## src/rtl/slope_trigger_pkg.sv

```systemverilog
// Shared types and constants for the slope trigger: FSM state encoding,
// timestamp type, drop counter width and the index-width helper.
package slope_trigger_pkg;

  typedef enum logic [1:0] {
    IDLE    = 2'd0,
    ARMED   = 2'd1,
    HOLDOFF = 2'd2,
    REARM   = 2'd3
  } state_t;

  localparam int unsigned TIMESTAMP_W = 48;
  typedef logic [TIMESTAMP_W-1:0] timestamp_t;

  localparam int unsigned DROP_W = 16;

  // Width of a sample index within a beat; at least one bit.
  function automatic int unsigned idx_width(input int unsigned n);
    return (n > 1) ? $clog2(n) : 1;
  endfunction

endpackage

```

## src/rtl/axis_slope_trigger_if.sv

```systemverilog
// AXI-stream style handshake bundle; ok marks a completed transfer.
interface Axis_If #(
  parameter int unsigned DATA_WIDTH = 32
) ();
  logic [DATA_WIDTH-1:0] data;
  logic                  valid;
  logic                  ready;
  logic                  last;
  logic                  ok;

  assign ok = valid & ready;

  modport master (output data, output valid, output last, input ok);
  modport slave  (input data, input valid, input ok, output ready);
endinterface

```

## src/rtl/axis_slope_trigger_finder.sv

```systemverilog
// Combinational priority search: lowest sample index whose signed value
// reaches the threshold.
module first_crossing_finder #(
  parameter int unsigned SAMPLE_WIDTH     = 16,
  parameter int unsigned PARALLEL_SAMPLES = 2,
  parameter int unsigned INDEX_WIDTH      = 1
) (
  input  logic [SAMPLE_WIDTH*PARALLEL_SAMPLES-1:0] samples,
  input  logic [SAMPLE_WIDTH-1:0]                  threshold,
  output logic                                     found,
  output logic [INDEX_WIDTH-1:0]                   index
);

  always_comb begin
    found = 1'b0;
    index = '0;
    for (int unsigned i = 0; i < PARALLEL_SAMPLES; i++) begin
      if (!found && ($signed(samples[i*SAMPLE_WIDTH +: SAMPLE_WIDTH]) >= $signed(threshold))) begin
        found = 1'b1;
        index = INDEX_WIDTH'(i);
      end
    end
  end

endmodule

```

## src/rtl/axis_slope_trigger.sv

```systemverilog
// Rising-slope trigger on a derivative sample stream; emits sample timestamps.
// Define SLOPE_TRIGGER_HYSTERESIS_EN to require a dip to threshold_low before re-arming.
module axis_slope_trigger
  import slope_trigger_pkg::*;
#(
  parameter int unsigned SAMPLE_WIDTH     = 16,
  parameter int unsigned PARALLEL_SAMPLES = 2,
  parameter int unsigned TIMESTAMP_WIDTH  = 48,
  parameter int unsigned HOLDOFF_WIDTH    = 16
) (
  input  logic                     clk,
  input  logic                     reset,
  Axis_If.slave                    data_in,
  Axis_If.master                   trigger_out,
  input  logic                     enable,
  input  logic [SAMPLE_WIDTH-1:0]  threshold_high,
  input  logic [SAMPLE_WIDTH-1:0]  threshold_low,
  input  logic [HOLDOFF_WIDTH-1:0] holdoff_beats,
  output logic [DROP_W-1:0]        drop_count
);

  localparam int unsigned IDX_W = idx_width(PARALLEL_SAMPLES);

  state_t                     state_q;
  logic [TIMESTAMP_WIDTH-1:0] ts_q;
  logic [HOLDOFF_WIDTH-1:0]   hold_cnt_q;
  logic [TIMESTAMP_WIDTH-1:0] out_data_q;
  logic                       out_valid_q;
  logic [DROP_W-1:0]          drop_q;
  logic                       beat;
  logic                       hit;
  logic [IDX_W-1:0]           hit_idx;
  logic                       fire;

  assign data_in.ready    = reset;
  assign beat             = data_in.ok;
  assign trigger_out.data  = out_data_q;
  assign trigger_out.valid = out_valid_q;
  assign trigger_out.last  = 1'b0;
  assign drop_count        = drop_q;

  first_crossing_finder #(
    .SAMPLE_WIDTH    (SAMPLE_WIDTH),
    .PARALLEL_SAMPLES(PARALLEL_SAMPLES),
    .INDEX_WIDTH     (IDX_W)
  ) u_finder (
    .samples  (data_in.data),
    .threshold(threshold_high),
    .found    (hit),
    .index    (hit_idx)
  );

`ifdef SLOPE_TRIGGER_HYSTERESIS_EN
  localparam state_t AFTER_HOLD = REARM;
  logic below_low;

  always_comb begin
    below_low = 1'b0;
    for (int unsigned i = 0; i < PARALLEL_SAMPLES; i++) begin
      if ($signed(data_in.data[i*SAMPLE_WIDTH +: SAMPLE_WIDTH]) <= $signed(threshold_low))
        below_low = 1'b1;
    end
  end
`else
  localparam state_t AFTER_HOLD = ARMED;
  logic unused_threshold_low;
  assign unused_threshold_low = ^threshold_low;
`endif

  assign fire = beat && enable && (state_q == ARMED) && hit;

  always_ff @(posedge clk or negedge reset) begin
    if (!reset) begin
      ts_q <= '0;
    end else if (beat) begin
      ts_q <= ts_q + TIMESTAMP_WIDTH'(PARALLEL_SAMPLES);
    end
  end

  // A zero holdoff skips HOLDOFF entirely so the very next beat is evaluated.
  always_ff @(posedge clk or negedge reset) begin
    if (!reset) begin
      state_q    <= IDLE;
      hold_cnt_q <= '0;
    end else if (!enable) begin
      state_q <= IDLE;
    end else begin
      case (state_q)
        IDLE:  state_q <= ARMED;
        ARMED: begin
          if (fire) begin
            if (holdoff_beats == '0) begin
              state_q <= AFTER_HOLD;
            end else begin
              state_q    <= HOLDOFF;
              hold_cnt_q <= holdoff_beats;
            end
          end
        end
        HOLDOFF: begin
          if (beat) begin
            if (hold_cnt_q == HOLDOFF_WIDTH'(1)) state_q <= AFTER_HOLD;
            else                                 hold_cnt_q <= hold_cnt_q - 1'b1;
          end
        end
`ifdef SLOPE_TRIGGER_HYSTERESIS_EN
        REARM: begin
          if (beat && below_low) state_q <= ARMED;
        end
`endif
        default: state_q <= IDLE;
      endcase
    end
  end

  // One-entry output register; a new event replaces one leaving this cycle.
  always_ff @(posedge clk or negedge reset) begin
    if (!reset) begin
      out_data_q  <= '0;
      out_valid_q <= 1'b0;
      drop_q      <= '0;
    end else if (fire) begin
      if (!out_valid_q || trigger_out.ok) begin
        out_data_q  <= ts_q + TIMESTAMP_WIDTH'(hit_idx);
        out_valid_q <= 1'b1;
      end else if (drop_q != '1) begin
        drop_q <= drop_q + 1'b1;
      end
    end else if (trigger_out.ok) begin
      out_valid_q <= 1'b0;
    end
  end

endmodule

```

## src/flat_wrapper.sv

```systemverilog
// flat-port wrapper written by rule: the top's interface ports become plain ports
module axis_slope_trigger_flat import slope_trigger_pkg::*;
#(
  parameter int unsigned SAMPLE_WIDTH     = 16,
  parameter int unsigned PARALLEL_SAMPLES = 2,
  parameter int unsigned TIMESTAMP_WIDTH  = 48,
  parameter int unsigned HOLDOFF_WIDTH    = 16
)
  (clk, reset, enable, threshold_high, threshold_low, holdoff_beats, drop_count, data_in_data, data_in_valid, data_in_ready, trigger_out_data, trigger_out_valid, trigger_out_last);
  Axis_If #(.DATA_WIDTH(32)) data_in_i ();
  Axis_If #(.DATA_WIDTH(48)) trigger_out_i ();
  input  logic clk;
  input  logic reset;
  input  logic enable;
  input  logic [SAMPLE_WIDTH-1:0] threshold_high;
  input  logic [SAMPLE_WIDTH-1:0] threshold_low;
  input  logic [HOLDOFF_WIDTH-1:0] holdoff_beats;
  output logic [DROP_W-1:0] drop_count;
  input wire logic [$bits(data_in_i.data)-1:0] data_in_data;
  input wire logic [$bits(data_in_i.valid)-1:0] data_in_valid;
  output wire logic [$bits(data_in_i.ready)-1:0] data_in_ready;
  output wire logic [$bits(trigger_out_i.data)-1:0] trigger_out_data;
  output wire logic [$bits(trigger_out_i.valid)-1:0] trigger_out_valid;
  output wire logic [$bits(trigger_out_i.last)-1:0] trigger_out_last;
  assign data_in_i.data = data_in_data;
  assign data_in_i.valid = data_in_valid;
  assign data_in_ready = data_in_i.ready;
  assign trigger_out_data = trigger_out_i.data;
  assign trigger_out_valid = trigger_out_i.valid;
  assign trigger_out_last = trigger_out_i.last;
  axis_slope_trigger #(.SAMPLE_WIDTH(SAMPLE_WIDTH), .PARALLEL_SAMPLES(PARALLEL_SAMPLES), .TIMESTAMP_WIDTH(TIMESTAMP_WIDTH), .HOLDOFF_WIDTH(HOLDOFF_WIDTH)) u_core (.clk(clk), .reset(reset), .data_in(data_in_i), .trigger_out(trigger_out_i), .enable(enable), .threshold_high(threshold_high), .threshold_low(threshold_low), .holdoff_beats(holdoff_beats), .drop_count(drop_count));
endmodule
```

## config.mk

```make
export PLATFORM = sky130hd
export DESIGN_NAME = axis_slope_trigger_flat
export DESIGN_NICKNAME = d
export VERILOG_FILES = /design/src/rtl/slope_trigger_pkg.sv /design/src/rtl/axis_slope_trigger_if.sv /design/src/rtl/axis_slope_trigger_finder.sv /design/src/rtl/axis_slope_trigger.sv /design/src/flat_wrapper.sv
export SDC_FILE = /design/constraint.sdc
export NUM_CORES = 1
export LEC_CHECK = 0
export CAP_MARGIN = 40
export CORE_UTILIZATION = 34
export CTS_BUF_LIST = sky130_fd_sc_hd__clkbuf_8
export DETAILED_ROUTE_END_ITERATION = 8
export SLEW_MARGIN = 40
export SYNTH_ARGS = -nofsm -noshare
export SYNTH_HDL_FRONTEND = slang
export SYNTH_SLANG_ARGS = --single-unit
```

## constraint.sdc

```tcl
create_clock -name clk -period 2.9 [get_ports clk]
set_input_delay 0.435 -clock clk [delete_from_list [all_inputs] [get_ports clk]]
set_output_delay 0.435 -clock clk [all_outputs]
set_load 0.01 [all_outputs]
```

==> reports/results.ini, run 1 <==
[cells_and_area]
num-nets-final=898
mostFrequentLayoutCells=clkdlybuf4s50_1, dfrtp_1, nand2_1, mux2_2, nor2_1
fin_cells=1051
final_common_cell=clkdlybuf4s50_1
fin_area_mm2=0.008885
n_antenna_cell=0
utilization_pct=46.87
synthToLayoutAreaGrowth_pct=33.78
drive_above_1_share_pct=16.94

[logic_synthesis]
ys.flop_type=dfrtp_1
seq_area_frac_synth_pct=48.98
ys_seq_elements=130
syn_nets=730
yosys.area.top_type=dfrtp_1
synth_edf_count=0
ys_types=64
synth_area_leaders=dfrtp_1, mux2_2, ha_1
syn_inst=610
synth_top_area_share_pct=48.98
async_flop_share_pct=100.0
syn_area_mm2=0.006641
yosysWarnings=1
syn_area_per_cell_um2=10.89

[sta]
final-setup-viol-count=0
timing_hold_violations_final=0
timing.fmax_mhz=356.6
final.setup.tns_ns=0
relSlewSlack_pct=57.51
post-route-period-util_pct=96.70
fin_crit_ns=2.804
fin_worst_skew_ns=0.01550
worstMarginPinSlew_ns=0.6360
rsz0062_at_grt=false
drv_slew=0

[global_route]
grt_pass1_wl_um=26170
groute.layer.met2.usage_pct=26.47
grt_usage_pct=16.50
grt_pass1_vias=5226
grt_use_met1_pct=21.69
antenna_found_initial=0
grt-ovfl-total=0
grt-busiest-layer=met2
use_met3_pct=4.050
grt_start_max_net_pins=64

[power_and_ir_drop]
switching_power_w=0.001302
p_int_w=0.002938
p_per_area_mw_per_mm2=477.3
irDropWorstVdd_v=0.0002955
leakage_nw=4.048
p_comb_share_pct=15.5
pwr-share-clk_pct=34.3
p_seq_share_pct=50.2
p_total_w=0.004240
switching_share_pct=30.71

[status]
status=complete, no violations

[floorplan]
rows=50
fp.dieW_um=141.8
start_util_pct=35.04
die_y_um=141.8
io_pins=151
coreArea_mm2=0.01896
die_area_mm2=0.02010

[clock_network]
ctsRootBufferMaster=clkbuf_8
clock_path_buffers=2
clock_latency_ns=0.44
clock_sinks=130
cts.clk_slew.worst_paths_ns=0.09
tritoncts=built
cts_inserted_buffers=17
h-tree-depth=4

[setup_path]
critPathKind=in2reg
arrival_ns=3.13
cp_max_fo=13
endpoint_kind=flip-flop
crit_path_start_kind=input port
crit_required_ns=3.22

[drt]
remaining_drc_errors=0
via_per_inst=4.880
dr.pass1.iters=4
vias=5129
avgRoutedWirePerCell_um=15.08
drt.antenna.violating_nets=0
dr.first_iter.drc_count=146
drt_wl_total_um=15840

[placement]
io_buffers=133
dpl_cell_area_mm2=0.008439
placedCellCount=1017
gp_routability_congestion=0.8445
hpwl_um=11640

[min_path]
worstHoldPathType=in2async

[run]
cap_violations=0

## metrics by stage
stage / hold WS [ns] / setup WS, ns
finish: 0.3811 / 0.09581
CTS: 0.3543 / 0.01716
global placement: 0.2802 / -0.4803
global route: 0.3663 / 0.006939
floorplan: 0.1394 / 0.3530
detailed placement: 0.2814 / -0.5040
## critical path, cell delays in order
cell	delay, ns
clkdlybuf4s50_1	0.45
inv_1	0.06
ha_1	0.29
nand4_1	0.18
nor3_2	0.09
a211oi_2	0.32
mux2i_2	0.35
o211ai_4	0.17
buf_4	0.17
nand3_1	0.12
buf_12	0.15
mux2_2	0.34
## cell families (layout without fill, tap and decap cells)
logic type	after synthesis	in the layout	synth area share, %
simple gates	205	205	15.99
flops	130	130	48.98
compound gates	82	82	8.892
xor+xnor	61	61	8.044
buf+inv	49	230	3.466
mux	46	46	7.781
fa+ha+maj	36	36	6.782
other cells	1	1	0.05646
## area by class of cell
class / count / area (um^2)
fillers: 1781 / 10070
well taps: 260 / 325.3
flip-flops and latches: 130 / 3253
repair buffers: 165 / 1604
clock buffers: 17 / 234.0
inverters: 33 / 123.9
clock inverters: 15 / 145.1
multi-input cells: 431 / 3199
## synthesized netlist by cell type, types with 3 or more instances
master    number
a211oi_1       3
a21o_1         4
a21oi_1       24
a221o_1        7
and2_1         3
and3_1         8
and4_1         6
buf_2          7
buf_6          4
clkbuf_1       3
dfrtp_1      130
ha_1          36
inv_1         33
mux2_2        45
nand2_1       52
nand2b_1       4
nand3_1       32
nand4_1       12
nor2_1        39
nor2b_1        4
nor3_1        19
nor4_1         6
o21a_1         3
o21ai_0       14
o21ai_1        3
or3_1          4
xnor2_1       38
xor2_1        23
## power groups by stage
| stage | Combinational, W | Sequential [W] | Clock, W |
|---|---|---|---|
| 6_report | 0.000656 | 0.00213 | 0.00146 |
| 5_1_grt | 0.000735 | 0.00216 | 0.00159 |
| 4_1_cts | 0.000653 | 0.00213 | 0.00151 |
| 3_5_place_dp | 0.000647 | 0.00216 | 0 |
| 3_3_place_gp | 0.000623 | 0.00215 | 0 |
| 2_1_floorplan | 0.000351 | 0.00212 | 0 |
## metal layers
metal,vias up,wire length [um]
met4,0,209
li1,2502,-
met1,2486,7314
met5,-,0
met3,15,885
met2,126,7435
## registers in the layout, indices dropped and copies added, names as in the netlist
name                      cells
u_core.hold_cnt_q            16
u_core.drop_count            16
u_core.ts_q                  47
u_core.trigger_out.data      48
u_core.trigger_out.valid      1
u_core.state_q                2
## what timing repair did
item / CTS / global route
resized for setup: 1 / 8
setup endpoints to repair: 8 / 63
buffers inserted: 0 / 1
hold buffers: 1 / 0
endpoints found under the hold margin: 6 / 0
pin swaps: 0 / 3
cloned: 0 / 0
## final timing paths
kind | from | to | slack, ns | depth (start not counted)
max in group asynchronous | reset | u_core.trigger_out.data[42] | 1.17 | 4
min | reset | u_core.trigger_out.data[3] | 0.38 | 2
min in group clk | u_core.ts_q[47] | u_core.ts_q[47] | 0.48 | 1
min reg2reg | u_core.ts_q[47] | u_core.ts_q[47] | 0.48 | 1
max | threshold_high[13] | u_core.drop_count[1] | 0.1 | 12
max reg2reg | u_core.hold_cnt_q[4] | u_core.hold_cnt_q[8] | 0.44 | 9
Note: power is estimated with default switching activity, not from simulation.
==> inputs of run 2 (changes only) <==
--- a/config.mk
+++ b/config.mk
@@ -9,6 +9,7 @@
 export CORE_UTILIZATION = 34
 export CTS_BUF_LIST = sky130_fd_sc_hd__clkbuf_8
 export DETAILED_ROUTE_END_ITERATION = 8
+export MAX_ROUTING_LAYER = met4
 export SLEW_MARGIN = 40
 export SYNTH_ARGS = -nofsm -noshare
 export SYNTH_HDL_FRONTEND = slang
==> reports/results.ini, run 2 (synthesized netlist as in run 1, its figures left out) <==
[setup_path]
crit_path_start_kind=input port  ; unchanged
crit_required_ns=3.23  ; was 3.22 ns
ff2ff_setup_slack_ns=0.37  ; was 0.44 ns
cp-startpoint=threshold_high[1]  ; was threshold_high[13]
critPathKind=in2reg  ; unchanged
r2r_cells=9  ; unchanged
arrival_ns=3.12  ; was 3.13 ns
r2r_end=u_core.hold_cnt_q[8]  ; unchanged
cp_max_fo=7  ; was 13
endpoint_kind=flip-flop  ; unchanged
r2r-start=u_core.hold_cnt_q[6]  ; was u_core.hold_cnt_q[4]

[clock_network]
ctsRootBufferMaster=clkbuf_8  ; unchanged
clock_path_buffers=2  ; unchanged
cts_inserted_buffers=17  ; unchanged
cts.clk_slew.worst_paths_ns=0.08  ; was 0.09 ns
h-tree-depth=4  ; unchanged
clock_latency_ns=0.43  ; was 0.44 ns
postCtsSetupBuffers=0  ; unchanged
tritoncts=built  ; unchanged
clock_sinks=130  ; unchanged

[cells_and_area]
utilization_pct=46.68  ; was 46.87%
multi_input_area_mm2=0.003173  ; was 0.003199 mm^2
largest_register_ff_count=48  ; unchanged
regArea_mm2=0.003253  ; unchanged
synthToLayoutAreaGrowth_pct=33.23  ; was 33.78%
final_common_cell=clkdlybuf4s50_1  ; unchanged
fillCellCount=1758  ; was 1781
mostFrequentLayoutCells=clkdlybuf4s50_1, dfrtp_1, nand2_1, mux2_2, nor2_1  ; unchanged
num-nets-final=893  ; was 898
n_antenna_cell=0  ; unchanged
drive_above_1_share_pct=15.90  ; was 16.94%
fin_cells=1046  ; was 1051

[floorplan]
die_y_um=141.8  ; unchanged
start_util_pct=35.04  ; unchanged
die_area_mm2=0.02010  ; unchanged
io_pins=151  ; unchanged
rows=50  ; unchanged
fp.dieW_um=141.8  ; unchanged
coreArea_mm2=0.01896  ; unchanged

[drt]
drt_wl_total_um=15910  ; was 15840 um
wl_met2_um=7640  ; was 7435 um
drt.antenna.violating_nets=0  ; unchanged
via_per_inst=4.869  ; was 4.880
wl_met3_um=789  ; was 885 um
dr.first_iter.drc_count=211  ; was 146
avgRoutedWirePerCell_um=15.21  ; was 15.08 um
remaining_drc_errors=0  ; unchanged
vias=5093  ; was 5129
wl_met1_um=7376  ; was 7314 um
dr.pass1.iters=5  ; was 4
top_layer=met4  ; unchanged

[global_route]
grt_usage_pct=17.15  ; was 16.50%
grt_pass1_wl_um=26100  ; was 26170 um
antenna_found_initial=0  ; unchanged
grt_start_max_net_pins=64  ; unchanged
grt-ovfl-total=0  ; unchanged
grt_pass1_vias=5238  ; was 5226

[sta]
timing.fmax_mhz=357.9  ; was 356.6 MHz
final-setup-viol-count=0  ; unchanged
worstMarginPinSlew_ns=0.7351  ; was 0.6360 ns
rsz0062_at_grt=true  ; was false
timing_hold_violations_final=0  ; unchanged
drv_slew=0  ; unchanged
fin_crit_ns=2.794  ; was 2.804 ns
fin_worst_skew_ns=0.01504  ; was 0.01550 ns
post-route-period-util_pct=96.34  ; was 96.70%
relSlewSlack_pct=50.99  ; was 57.51%
final.setup.tns_ns=0  ; unchanged

[power_and_ir_drop]
p_seq_share_pct=49.0  ; was 50.2%
leakage_nw=4.049  ; was 4.048 nW
irDropWorstVdd_v=0.0002883  ; was 0.0002955 V
p_per_area_mw_per_mm2=490.8  ; was 477.3 mW/mm^2
pwr-share-clk_pct=36.1  ; was 34.3%
switching_share_pct=28.91  ; was 30.71%
switching_power_w=0.001255  ; was 0.001302 W
p_int_w=0.003087  ; was 0.002938 W
p_comb_share_pct=14.8  ; was 15.5%

[placement]
io_buffers=133  ; unchanged
hpwl_um=11540  ; was 11640 um
gp_routability_congestion=0.8702  ; was 0.8445
placedCellCount=1013  ; was 1017

[min_path]
worstHoldPathType=in2async  ; unchanged

[status]
status=complete, no violations  ; unchanged

[run]
cap_violations=0  ; unchanged

run 2: critical path, stage by stage:
cell,delay (ns)
clkdlybuf4s50_1,0.47
inv_1,0.07
ha_1,0.28
nor2b_1,0.13
o21a_1,0.16
o31a_1,0.27
o211ai_1,0.28
o211ai_2,0.22
and2_1,0.23
buf_4,0.17
a32o_1,0.24
a21o_1,0.15
run 2: how the worst max path moves through the flow:
stage	slack, ns	endpoint
after floorplan	0.35	u_core.hold_cnt_q[9]
after global placement	-0.47	u_core.hold_cnt_q[7]
after detailed placement	-0.48	u_core.hold_cnt_q[7]
after CTS	0.01	u_core.trigger_out.data[19]
after global routing	-0.02	u_core.hold_cnt_q[3]
final	0.11	u_core.hold_cnt_q[7]
run 2: layer usage:
metal / vias to the layer above / track usage, %
met5: - / -
met1: 2463 / 21.23
met3: 7 / 4.387
met4: 0 / 4.641
li1: 2484 / -
met2: 139 / 27.77
run 2: repair_timing:
item | CTS | global route
resized for setup | 0 | 3
endpoints found under the hold margin | 6 | 0
setup endpoints to repair | 0 | 57
hold buffers | 1 | 0
run 2: through the flow:
step                      setup WS (ns)  hold WS [ns]  cell area (um^2)  power, W
after floorplan                  0.3530        0.1394              6641  0.002475
after global placement          -0.4656        0.2800              8409  0.002769
after detailed placement        -0.4769        0.2825              8409  0.002799
after CTS                       0.01197        0.3523              8826  0.004408
after global routing           -0.01542        0.3819              8848  0.004583
final                            0.1061        0.3812              8848  0.004343
run 2: final cells by class:
| class | instances | share of cell area, % |
|---|---|---|
| clock buffers | 17 | 2.644 |
| repair buffers | 160 | 17.70 |
| well taps | 260 | 3.676 |
| flip-flops and latches | 130 | 36.76 |
| inverters | 33 | 1.400 |
| multi-input cells | 431 | 35.86 |
| clock inverters | 15 | 1.951 |
run 2: power by group through the flow:
stage	Combinational [W]	Sequential, W	Clock [W]
6_report	0.000645	0.00213	0.00157
5_1_grt	0.000721	0.00215	0.00171
4_1_cts	0.000649	0.00212	0.00163
3_5_place_dp	0.000643	0.00216	0
3_3_place_gp	0.000620	0.00215	0
2_1_floorplan	0.000351	0.00212	0
